## config.mk

```make
export PLATFORM = sky130hd
export DESIGN_NAME = fir_decimator_mc
export DESIGN_NICKNAME = d
export VERILOG_FILES = /design/src/rtl/fir_decimator_mc.sv
export SDC_FILE = /design/constraint.sdc
export NUM_CORES = 2
export LEC_CHECK = 0
export BUFFER_PORTS_ARGS = -buffer_cell sky130_fd_sc_hd__buf_2
export CORE_MARGIN = 2
export CORE_UTILIZATION = 55
export CTS_CLUSTER_DIAMETER = 100
export DETAILED_ROUTE_END_ITERATION = 12
export PLACE_DENSITY_LB_ADDON = 0.15
export SYNTH_ARGS = -nofsm -noshare
export SYNTH_HDL_FRONTEND = slang
export SYNTH_SLANG_ARGS = --single-unit
export TNS_END_PERCENT = 1
```

## constraint.sdc

```tcl
create_clock -name clk_in -period 62.2 [get_ports clk_in]
set_input_delay 3.11 -clock clk_in [delete_from_list [all_inputs] [get_ports clk_in]]
set_output_delay 3.11 -clock clk_in [all_outputs]
set_load 0.005 [all_outputs]
```

## src/rtl/fir_decimator_mc.sv

```systemverilog
`timescale 1ns/1ps
// -----------------------------------------------------------------------------
// fir_decimator_mc
//
// Multichannel, runtime-configurable FIR decimator. Each channel owns a
// circular delay line of NUM_TAPS samples; one shared multiply-accumulate
// engine evaluates one tap per cycle. The filter is only evaluated on every
// D-th accepted input sample. The engine then produces one output per channel,
// serialised onto dec_out and tagged with dec_ch_out.
//
// Ports:
//   clk_in          system clock
//   rst_in          asynchronous active-high reset
//   audio_in        packed samples, channel c at [c*DATA_W +: DATA_W]
//   audio_valid_in  one-cycle strobe, all channels sampled together
//   dec_factor_in   requested decimation factor (0/1 -> 1, clamps at MAX_DEC)
//   coef_we_in      coefficient write enable (honoured only while idle)
//   coef_addr_in    tap index of the coefficient write
//   coef_data_in    signed Q1.(COEF_W-1) coefficient
//   dec_out         rounded, saturated filter output
//   dec_ch_out      channel index of dec_out
//   dec_valid_out   one-cycle strobe qualifying dec_out/dec_ch_out
//   busy_out        MAC engine active
//   overrun_out     sticky: an input strobe arrived while busy and was dropped
// -----------------------------------------------------------------------------
module fir_decimator_mc #(
    parameter int DATA_W   = 16,
    parameter int COEF_W   = 16,
    parameter int NUM_TAPS = 32,
    parameter int NUM_CH   = 2,
    parameter int MAX_DEC  = 8
) (
    input  logic                                       clk_in,
    input  logic                                       rst_in,
    input  logic [NUM_CH*DATA_W-1:0]                   audio_in,
    input  logic                                       audio_valid_in,
    input  logic [3:0]                                 dec_factor_in,
    input  logic                                       coef_we_in,
    input  logic [$clog2(NUM_TAPS)-1:0]                coef_addr_in,
    input  logic [COEF_W-1:0]                          coef_data_in,
    output logic [DATA_W-1:0]                          dec_out,
    output logic [((NUM_CH > 1) ? $clog2(NUM_CH) : 1)-1:0] dec_ch_out,
    output logic                                       dec_valid_out,
    output logic                                       busy_out,
    output logic                                       overrun_out
);

    localparam int TAP_W  = $clog2(NUM_TAPS);
    localparam int CH_W   = (NUM_CH > 1) ? $clog2(NUM_CH) : 1;
    localparam int PROD_W = DATA_W + COEF_W;
    localparam int ACC_W  = PROD_W + TAP_W;

    localparam logic [1:0] ST_IDLE = 2'd0;
    localparam logic [1:0] ST_MAC  = 2'd1;
    localparam logic [1:0] ST_OUT  = 2'd2;

    localparam logic [3:0] MAX_DEC_L = 4'(MAX_DEC);

    // Half an LSB of the output in accumulator units: round half up.
    localparam logic signed [ACC_W:0] RND_BIAS = (ACC_W+1)'(longint'(1) << (COEF_W-2));
    localparam logic signed [ACC_W:0] SAT_MAX  = (ACC_W+1)'((longint'(1) << (DATA_W-1)) - 1);
    localparam logic signed [ACC_W:0] SAT_MIN  = (ACC_W+1)'(-(longint'(1) << (DATA_W-1)));

    // Control state
    logic [1:0]              state_q, state_d;
    logic [3:0]              phase_q, phase_d;
    logic [3:0]              d_eff_q, d_eff_d;
    logic [TAP_W-1:0]        wr_ptr_q, wr_ptr_d;
    logic [TAP_W-1:0]        tap_q, tap_d;
    logic [CH_W-1:0]         ch_q, ch_d;
    logic signed [ACC_W-1:0] acc_q, acc_d;
    logic                    busy_q, busy_d;
    logic                    overrun_q, overrun_d;

    // Output registers
    logic [DATA_W-1:0]       dec_out_q, dec_out_d;
    logic [CH_W-1:0]         dec_ch_q, dec_ch_d;
    logic                    dec_valid_q, dec_valid_d;

    // Storage
    logic [DATA_W-1:0]       dline_q [NUM_CH][NUM_TAPS];
    logic [COEF_W-1:0]       coef_q  [NUM_TAPS];

    // Datapath intermediates
    logic                    accept;
    logic                    coef_wr;
    logic [3:0]              d_req;
    logic [3:0]              d_cur;
    logic                    last_phase;
    logic [TAP_W-1:0]        rd_idx;
    logic signed [PROD_W-1:0] coef_ext, samp_ext, prod;
    logic signed [ACC_W-1:0] acc_sum;
    logic signed [ACC_W:0]   rnd_sum, rnd_shift;
    logic [DATA_W-1:0]       sat_val;

    assign accept  = (state_q == ST_IDLE) && audio_valid_in;
    assign coef_wr = (state_q == ST_IDLE) && coef_we_in;

    // Effective decimation factor requested on the input this cycle.
    always_comb begin
        if (dec_factor_in <= 4'd1) begin
            d_req = 4'd1;
        end else if (dec_factor_in > MAX_DEC_L) begin
            d_req = MAX_DEC_L;
        end else begin
            d_req = dec_factor_in;
        end
    end

    // D is only re-sampled at the start of a decimation period, so a change
    // on dec_factor_in never shortens or stretches the period in progress.
    assign d_cur      = (phase_q == 4'd0) ? d_req : d_eff_q;
    assign last_phase = (phase_q == d_cur - 4'd1);

    // Tap 0 addresses the newest sample, which sits just behind wr_ptr.
    // The pointer arithmetic wraps naturally because NUM_TAPS is a power of two.
    assign rd_idx   = wr_ptr_q - TAP_W'(1) - tap_q;
    assign coef_ext = PROD_W'($signed(coef_q[tap_q]));
    assign samp_ext = PROD_W'($signed(dline_q[ch_q][rd_idx]));
    assign prod     = coef_ext * samp_ext;
    assign acc_sum  = acc_q + ACC_W'(prod);

    // Round half up, drop the Q1.(COEF_W-1) fraction, then clamp.
    assign rnd_sum   = (ACC_W+1)'(acc_q) + RND_BIAS;
    assign rnd_shift = rnd_sum >>> (COEF_W-1);

    always_comb begin
        if (rnd_shift > SAT_MAX) begin
            sat_val = {1'b0, {(DATA_W-1){1'b1}}};
        end else if (rnd_shift < SAT_MIN) begin
            sat_val = {1'b1, {(DATA_W-1){1'b0}}};
        end else begin
            sat_val = rnd_shift[DATA_W-1:0];
        end
    end

    always_comb begin
        // NOTE: every next-state value gets a hold default first so no path
        // through the case statement can leave a variable unassigned (latch).
        state_d     = state_q;
        phase_d     = phase_q;
        d_eff_d     = d_eff_q;
        wr_ptr_d    = wr_ptr_q;
        tap_d       = tap_q;
        ch_d        = ch_q;
        acc_d       = acc_q;
        busy_d      = busy_q;
        overrun_d   = overrun_q | (audio_valid_in & busy_q);
        dec_out_d   = dec_out_q;
        dec_ch_d    = dec_ch_q;
        dec_valid_d = 1'b0;

        case (state_q)
            ST_IDLE: begin
                if (accept) begin
                    wr_ptr_d = wr_ptr_q + TAP_W'(1);
                    if (phase_q == 4'd0) begin
                        d_eff_d = d_req;
                    end
                    if (last_phase) begin
                        phase_d = 4'd0;
                        ch_d    = '0;
                        tap_d   = '0;
                        acc_d   = '0;
                        busy_d  = 1'b1;
                        state_d = ST_MAC;
                    end else begin
                        phase_d = phase_q + 4'd1;
                    end
                end
            end
            ST_MAC: begin
                acc_d = acc_sum;
                tap_d = tap_q + TAP_W'(1);
                if (tap_q == TAP_W'(NUM_TAPS-1)) begin
                    state_d = ST_OUT;
                end
            end
            ST_OUT: begin
                dec_out_d   = sat_val;
                dec_ch_d    = ch_q;
                dec_valid_d = 1'b1;
                if (ch_q == CH_W'(NUM_CH-1)) begin
                    busy_d  = 1'b0;
                    state_d = ST_IDLE;
                end else begin
                    ch_d    = ch_q + CH_W'(1);
                    tap_d   = '0;
                    acc_d   = '0;
                    state_d = ST_MAC;
                end
            end
            default: begin
                state_d = ST_IDLE;
                busy_d  = 1'b0;
            end
        endcase
    end

    // NOTE: the delay lines and coefficient bank are cleared in reset as well,
    // so a reset mid-operation cannot leave stale history or taps behind; this
    // keeps them in flops rather than a RAM macro.
    always_ff @(posedge clk_in or posedge rst_in) begin
        if (rst_in) begin
            for (int c = 0; c < NUM_CH; c++) begin
                for (int t = 0; t < NUM_TAPS; t++) begin
                    dline_q[c][t] <= '0;
                end
            end
            for (int t = 0; t < NUM_TAPS; t++) begin
                coef_q[t] <= '0;
            end
        end else begin
            if (accept) begin
                for (int c = 0; c < NUM_CH; c++) begin
                    dline_q[c][wr_ptr_q] <= audio_in[c*DATA_W +: DATA_W];
                end
            end
            if (coef_wr) begin
                coef_q[coef_addr_in] <= coef_data_in;
            end
        end
    end

    // NOTE: state registers use non-blocking assignments so every flop samples
    // the pre-edge values, independent of statement order.
    always_ff @(posedge clk_in or posedge rst_in) begin
        if (rst_in) begin
            state_q     <= ST_IDLE;
            phase_q     <= 4'd0;
            d_eff_q     <= 4'd1;
            wr_ptr_q    <= '0;
            tap_q       <= '0;
            ch_q        <= '0;
            acc_q       <= '0;
            busy_q      <= 1'b0;
            overrun_q   <= 1'b0;
            dec_out_q   <= '0;
            dec_ch_q    <= '0;
            dec_valid_q <= 1'b0;
        end else begin
            state_q     <= state_d;
            phase_q     <= phase_d;
            d_eff_q     <= d_eff_d;
            wr_ptr_q    <= wr_ptr_d;
            tap_q       <= tap_d;
            ch_q        <= ch_d;
            acc_q       <= acc_d;
            busy_q      <= busy_d;
            overrun_q   <= overrun_d;
            dec_out_q   <= dec_out_d;
            dec_ch_q    <= dec_ch_d;
            dec_valid_q <= dec_valid_d;
        end
    end

    assign dec_out       = dec_out_q;
    assign dec_ch_out    = dec_ch_q;
    assign dec_valid_out = dec_valid_q;
    assign busy_out      = busy_q;
    assign overrun_out   = overrun_q;

endmodule
```

# Word level (Yosys, flattened, before mapping)
# Index checks and enable logic that the tools add are counted.
totals:
  regBits: 1614
  input_bits: 61
  output_inout_bits: 20
  word_cells: 203
classes:
  add_sub_neg: 9
  mul: 1
  n_lt_le_gt_ge: 11
  eq_ne: 9
  mux: 44
  bitwise_logic: 8
  reduce_logical: 13
op_table:
  columns: ["operator", "n"]
  rows:
  - ["512-bit bitwise mux", 3]
  - ["512-bit two-way mux", 3]
  - ["16-bit binary-select mux with 5-bit select", 2]
  - ["16-bit demux with 5-bit select", 2]
  - ["16-bit two-way mux", 8]
  - ["37-bit two-way mux", 3]
  - ["37-bit case mux with 3 select lines", 1]
  - ["37-bit by 16-bit adder with 38-bit output (second input constant)", 1]
  - ["37-bit by 32-bit adder with 37-bit output", 1]
  - ["16-bit by 16-bit multiplier with 32-bit output", 1]
  - ["6-bit >= comparator (second input constant)", 4]
  - ["5-bit inverter with 6-bit output", 4]
  - ["23-bit by 16-bit greater-than comparator with 1-bit output (second input constant)", 1]
  - ["23-bit by 16-bit < comparator with 1-bit output (second input constant)", 1]
  - ["4-bit two-way mux", 4]
  - ["5-bit two-way mux", 3]
  - ["5-bit case mux with 3 select lines", 1]
  - ["6-bit by 1-bit < comparator with 1-bit output (second input constant)", 2]
  - ["5-bit by 1-bit adder with 5-bit output (second input constant)", 2]
  - ["2-bit != test (second input constant)", 5]
  - ["1-bit two-way mux", 8]
  - ["4-bit AND reduction", 2]
  - ["2-bit two-way mux", 3]
  - ["2-bit case mux with 3 select lines", 1]
  - ["25 further kinds", 29]

# Logic depth before layout (Yosys ltp)
logic_depth:
  ltp_word: 10
  depth_mapped: 39
  depth_no_buf: 31

# Worst setup path after synthesis
# Ideal clock, no wire load.
synth_timing:
  kind: "register to register"
  from: "register tap_q[1]"
  to: "register acc_q[35]"
  setup_ps: 134
  arrival_ps: 9059
  required_time_ps: 62066
  path_slack_ps: 53007
  path_stages_with_launch: 36
  n_path_buf: 8
  period_less_slack_ps: 9193
  path_cell_list: "dfrtp_1 -> clkbuf_1 -> buf_2 -> buf_2 -> buf_1 -> inv_1 -> fa_1 -> xor2_1 -> buf_4 -> buf_4 -> buf_4 -> mux4_2 -> mux2i_1 -> a21oi_1 -> buf_2 -> and2_1 -> fa_1 -> fa_1 -> inv_1 -> fa_1 -> inv_1 -> fa_1 -> fa_1 -> inv_1 -> fa_1 -> inv_1 -> ha_1 -> inv_1 -> o21bai_1 -> a21oi_1 -> o21ai_0 -> o41ai_1 -> nand3_1 -> a31oi_1 -> xor2_1 -> o21ai_0"
synth_between:
  elab_chain_cells: 8
  word_cells_on_any_way: 12
  cone_classes: "add/sub (2); mul (1); mux (7); bitwise (2)"
synth_lines:
  columns: ["element", "line", "source"]
  rows:
  - ["start, declared", "69", "logic [TAP_W-1:0] tap_q, tap_d;"]
  - ["start signal, assigned", "246", "tap_q <= tap_d;"]
  - ["5-bit subtractor", "117", "assign rd_idx = wr_ptr_q - TAP_W'(1) - tap_q;"]
  - ["5-bit inverter with 6-bit output (not written as such)", "119", "assign samp_ext = PROD_W'($signed(dline_q[ch_q][rd_idx]));"]
  - ["16-bit binary-select mux with 5-bit select", "119", null]
  - ["16-bit two-way mux (not written as such) (2 in series)", "119", null]
  - ["16-bit by 16-bit multiplier with 32-bit output *", "120", "assign prod = coef_ext * samp_ext;"]
  - ["37-bit by 32-bit adder with 37-bit output *", "121", "assign acc_sum = acc_q + ACC_W'(prod);"]
  - ["37-bit case mux with 3 select lines *", "153", "case (state_q)"]
  - ["end signal, assigned", "235", "acc_q <= '0;"]
  - ["end signal, assigned", "248", "acc_q <= acc_d;"]
  - ["end, declared", "71", "logic signed [ACC_W-1:0] acc_q, acc_d;"]
# Mark *: on every way between the ends. The rest lies on a longest branch, timed or not. The select of a mux whose other input is x is not followed.
# A chain may end at the register's enable or synchronous reset.

# Worst setup path after layout
layout_timing:
  from: "register tap_q[0]"
  to: "register acc_q[33]"
# Same word-level chain as after synthesis.

==> Implementation_results.wiki <==
{| class="wikitable"
! Metric !! Value
|-
| Outcome || complete, no violations
|-
| Die width || about 400 um
|-
| Number of flops mapped to enable cells by yosys || 0
|-
| Cell Count Post-Placement || 7750
|-
| IR Drop Worst-Case VDD || between 0.00002 and 0.00003 V
|-
| Clock Sink Count || ~1600
|-
| Detail-routed via count per cell || between 6 and 7
|-
| Number of buffers between clock root and the deepest sink || 3
|-
| Cell Area, Placed || 0.0873 sq mm
|-
| Distinct cell type count of the synthesized netlist || 74
|-
| Clock Pin Slew Worst Setup and Hold Paths || approximately 60 ps
|-
| Power density over the cells || 22.9 mW/mm^2
|-
| Total leakage power || 46.7 nW
|-
| Remaining global-route overflow || 0
|-
| Netlist Area Pre-Place || 0.0852 sq mm
|-
| Vias after detailed routing || 49900
|-
| Max-cap check violation count || 0
|-
| Share of synthesized flip-flops with an asynchronous set or reset || 100%
|-
| Starting Density || ~55%
|-
| Cell with the biggest individual delay on the critical path || o21ai_2
|-
| Post-CTS Repair Setup Buffers || 0
|-
| Final instance count without filler cells || approximately 8000
|-
| Most frequently used flop master after synthesis || dfrtp_1
|-
| TritonCTS clock tree || built
|-
| Gate count after technology mapping || 5987
|-
| Clock buffer count from CTS || approximately 170
|-
| Final hold violation count || 0
|-
| Starting DRT DRC Count || around 3200
|-
| Worst reg2reg path depth || 29
|-
| Share of the clock period used by the worst path || between 10% and 20%
|-
| Number of antenna violations at the first check in global routing || 17
|-
| Final setup skew || 51.5 ps
|-
| Antenna-violating nets left || 0
|-
| Summed negative setup slack over all endpoints || 0 ps
|-
| Die area || 0.158 sq mm
|-
| Clock root buffer master || clkbuf_16
|-
| Vias in the first global route || between 50000 and 60000
|-
| Cell mode on critical path || inv_1
|-
| Quantity of hold-fixing buffers added after cts || 0
|-
| Pre-antenna DRT Iters || 8
|-
| Capturing instance or port of the critical path || acc_q[33]$_DFFE_PP0P_
|-
| Count of endpoints failing setup in the final report || 0
|-
| Total number of H-tree levels || 4
|-
| DPL Wire Length || 131000 um
|-
| Unrepaired setup endpoints after global routing || false
|-
| Hold crit path type || reg2reg
|-
| First-pass GRT wire length || 335000 um
|-
| Reg-to-reg critical path startpoint || tap_q[0]$_DFFE_PP0P_
|-
| M2 GR Usage || between 40% and 50%
|-
| Post-layout net count || ~6400
|-
| Overall die height || 398 um
|-
| Start-to-end type of the worst setup path || reg2reg
|-
| Final WL || approximately 220000 um
|-
| Syn nets || between 6000 and 7000
|-
| IO Count || 81
|-
| Routed wirelength normalized by instance count || 26.7 um
|-
| Busiest layer in global routing || met2
|-
| Rows || approximately 140
|-
| Achievable Freq || just under 90 MHz
|-
| Setup slack of the worst register-to-register path || approximately 51000 ps
|-
| Layout filler cell count || roughly 12000
|-
| Setup crit start kind || register
|-
| Worst setup path startpoint || tap_q[0]$_DFFE_PP0P_
|-
| Met3 layer usage reported by global route || around 5%
|-
| Peak per-stage delay on the critical path || just under 900 ps
|-
| Global-route total usage across every layer || approximately 28%
|-
| Met1 Usage GRT || about two fifths
|-
| Transition time at the pin with the least slew margin || roughly 1300 ps
|-
| Layout cell share with drive strength beyond 1 || roughly two fifths
|-
| Worst-path maximum fanout || between 80 and 90
|-
| Signed area change from the synthesized netlist to the final layout || 9.25%
|-
| Pin count of the biggest net entering global routing || between 150 and 200
|-
| Synth Register Bits || 1614
|-
| PostCTS Resize Cnt || 0
|-
| Placer congestion estimate || roughly 0.87
|-
| Reg2Reg Capture Point || acc_q[33]$_DFFE_PP0P_
|-
| Rel. slew slack || between 10% and 20%
|-
| Clock latency at the later pin of the worst-skew pair || about 830 ps
|-
| Layout Cell Area excl Fill || roughly 0.093 sq mm
|-
| Ys Warns || 0
|-
| Syn Area/Cell || roughly 14 sq um
|-
| Quantity of I/O buffers inserted on ports || 80
|-
| Final Slew Violations || 0
|-
| Core outline area || ~0.15 sq mm
|-
| Data required, critical path || about 63000 ps
|-
| Clock period minus final worst setup slack || about 11000 ps
|-
| Total Power Consumption || roughly 2.1 mW
|-
| Crit path arrival time || 11930 ps
|-
| Endpoint kind of the worst setup timing path || register
|-
| Sequential cell area fraction in the yosys report || between 40% and 50%
|-
| Detailed-route DRC error count || 0
|}
## worst min-delay path by stage
stage          cells after the start                     to                   from  slack [ps]
2_1_floorplan                      1  overrun_out$_DFF_PP0_  overrun_out$_DFF_PP0_         450
5_1_grt                            1  overrun_out$_DFF_PP0_  overrun_out$_DFF_PP0_         480
4_1_cts                            1  overrun_out$_DFF_PP0_  overrun_out$_DFF_PP0_         460
3_5_place_dp                       1  overrun_out$_DFF_PP0_  overrun_out$_DFF_PP0_         440
3_3_place_gp                       1  overrun_out$_DFF_PP0_  overrun_out$_DFF_PP0_         440
6_report                           1  overrun_out$_DFF_PP0_  overrun_out$_DFF_PP0_         450
## final cells by class
cell class              count  area (sq um)  share of cell area, %
diodes                      4          10.0                 0.0108
clock buffers             244          4980                   5.35
clock inverters            62           818                  0.879
inverters                 369          1390                   1.50
multi-input cells        3537         41700                   44.8
flip-flops and latches   1614         40400                   43.4
well taps                2044          2560                   2.75
repair buffers            186          1270                   1.37
## cells by family (layout without fill, tap and decap cells)
group                      after synthesis  in the layout  share of synthesized area (%)
xor gates and xnor gates                66             66                          0.678
other                                    0              4                              0
adders and majority gates              442            442                           9.31
buffers and inverters                  836            861                           4.04
AOI/OAI and AO/OA                      355            355                           2.88
muxes                                 2067           2067                           32.2
DFF                                   1614           1614                           47.4
and+or+nand+nor                        607            607                           3.51
## critical path: cells and delay by family, from the launching register on
kind / cells / cell delay, ps
fa+ha+maj: 8 / 4570
compound gates: 8 / 2390
buf+inv: 8 / 1380
mux: 3 / 1370
flops: 1 / 820
simple gates: 1 / 290
xor+xnor: 1 / 150
## stage by stage
stage	utilization, %	hold slack (ps)	worst slack, ps
5_1_grt	60.4	483	50310
6_report	60.4	452	50930
4_1_cts	60.4	457	50880
2_1_floorplan	-	451	13550
3_5_place_dp	56.7	443	50910
3_3_place_gp	56.7	436	50900
## cell usage after synthesis, types with 7 or more instances
master / count / area share, %
nor3_1: 12 / 0.070
dfrtp_1: 1613 / 47
nor2b_1: 80 / 0.59
buf_4: 27 / 0.24
buf_6: 18 / 0.24
buf_2: 53 / 0.31
xnor2_1: 37 / 0.38
a211oi_1: 15 / 0.13
o21bai_1: 7 / 0.062
mux4_2: 385 / 10
a22oi_1: 34 / 0.30
fa_1: 320 / 7.5
a22o_1: 8 / 0.082
inv_1: 367 / 1.6
nand4_1: 11 / 0.081
nand3_1: 171 / 1.0
and2_1: 8 / 0.059
nand2b_1: 11 / 0.081
ha_1: 122 / 1.8
a21o_1: 18 / 0.16
and3_1: 9 / 0.066
nand2_1: 129 / 0.57
mux2_2: 1544 / 20
o21ai_0: 83 / 0.49
a221oi_1: 60 / 0.62
buf_1: 51 / 0.22
a21oi_1: 66 / 0.39
nor2_1: 128 / 0.56
o22a_1: 15 / 0.15
xor2_1: 29 / 0.30
clkbuf_1: 318 / 1.4
or2_2: 14 / 0.10
mux2i_1: 138 / 1.6
## sequential cells by signal, indices dropped and copies added (netlist names), 2 cells and up
register	count
tap_q	5
wr_ptr_q	5
dec_out	16
state_q	2
acc_q	37
coef_q	512
phase_q	4
d_eff_q	4
dline_q	1024
## per-layer routing
metal / up-vias / share of wire [%]
li1: 21200 / -
met1: 27200 / 44
met3: 366 / 5.2
met2: 1177 / 48
met5: - / 0.083
met4: 26 / 2.9
## placed cells by master (no fill, tap or decap), types with 80 or more instances in the layout
cell       count
nor2_1       113
nand3_1      158
ha_1         121
mux2_2      1544
fa_1         319
dfrtp_1     1610
buf_2         80
buf_4        100
inv_1        366
nand2_1      126
mux2i_1      138
clkbuf_16    171
mux4_2       385
o21ai_0       83
## where the power goes
| part | switching (mW) | internal, mW | total [mW] |
|---|---|---|---|
| Clock | 0.440 | 0.600 | 1.04 |
| Sequential | 0.00000000000000000132 | 1.05 | 1.05 |
| Combinational | 0.0382 | 0.00346 | 0.0416 |
Note: power is estimated with default switching activity, not from simulation.
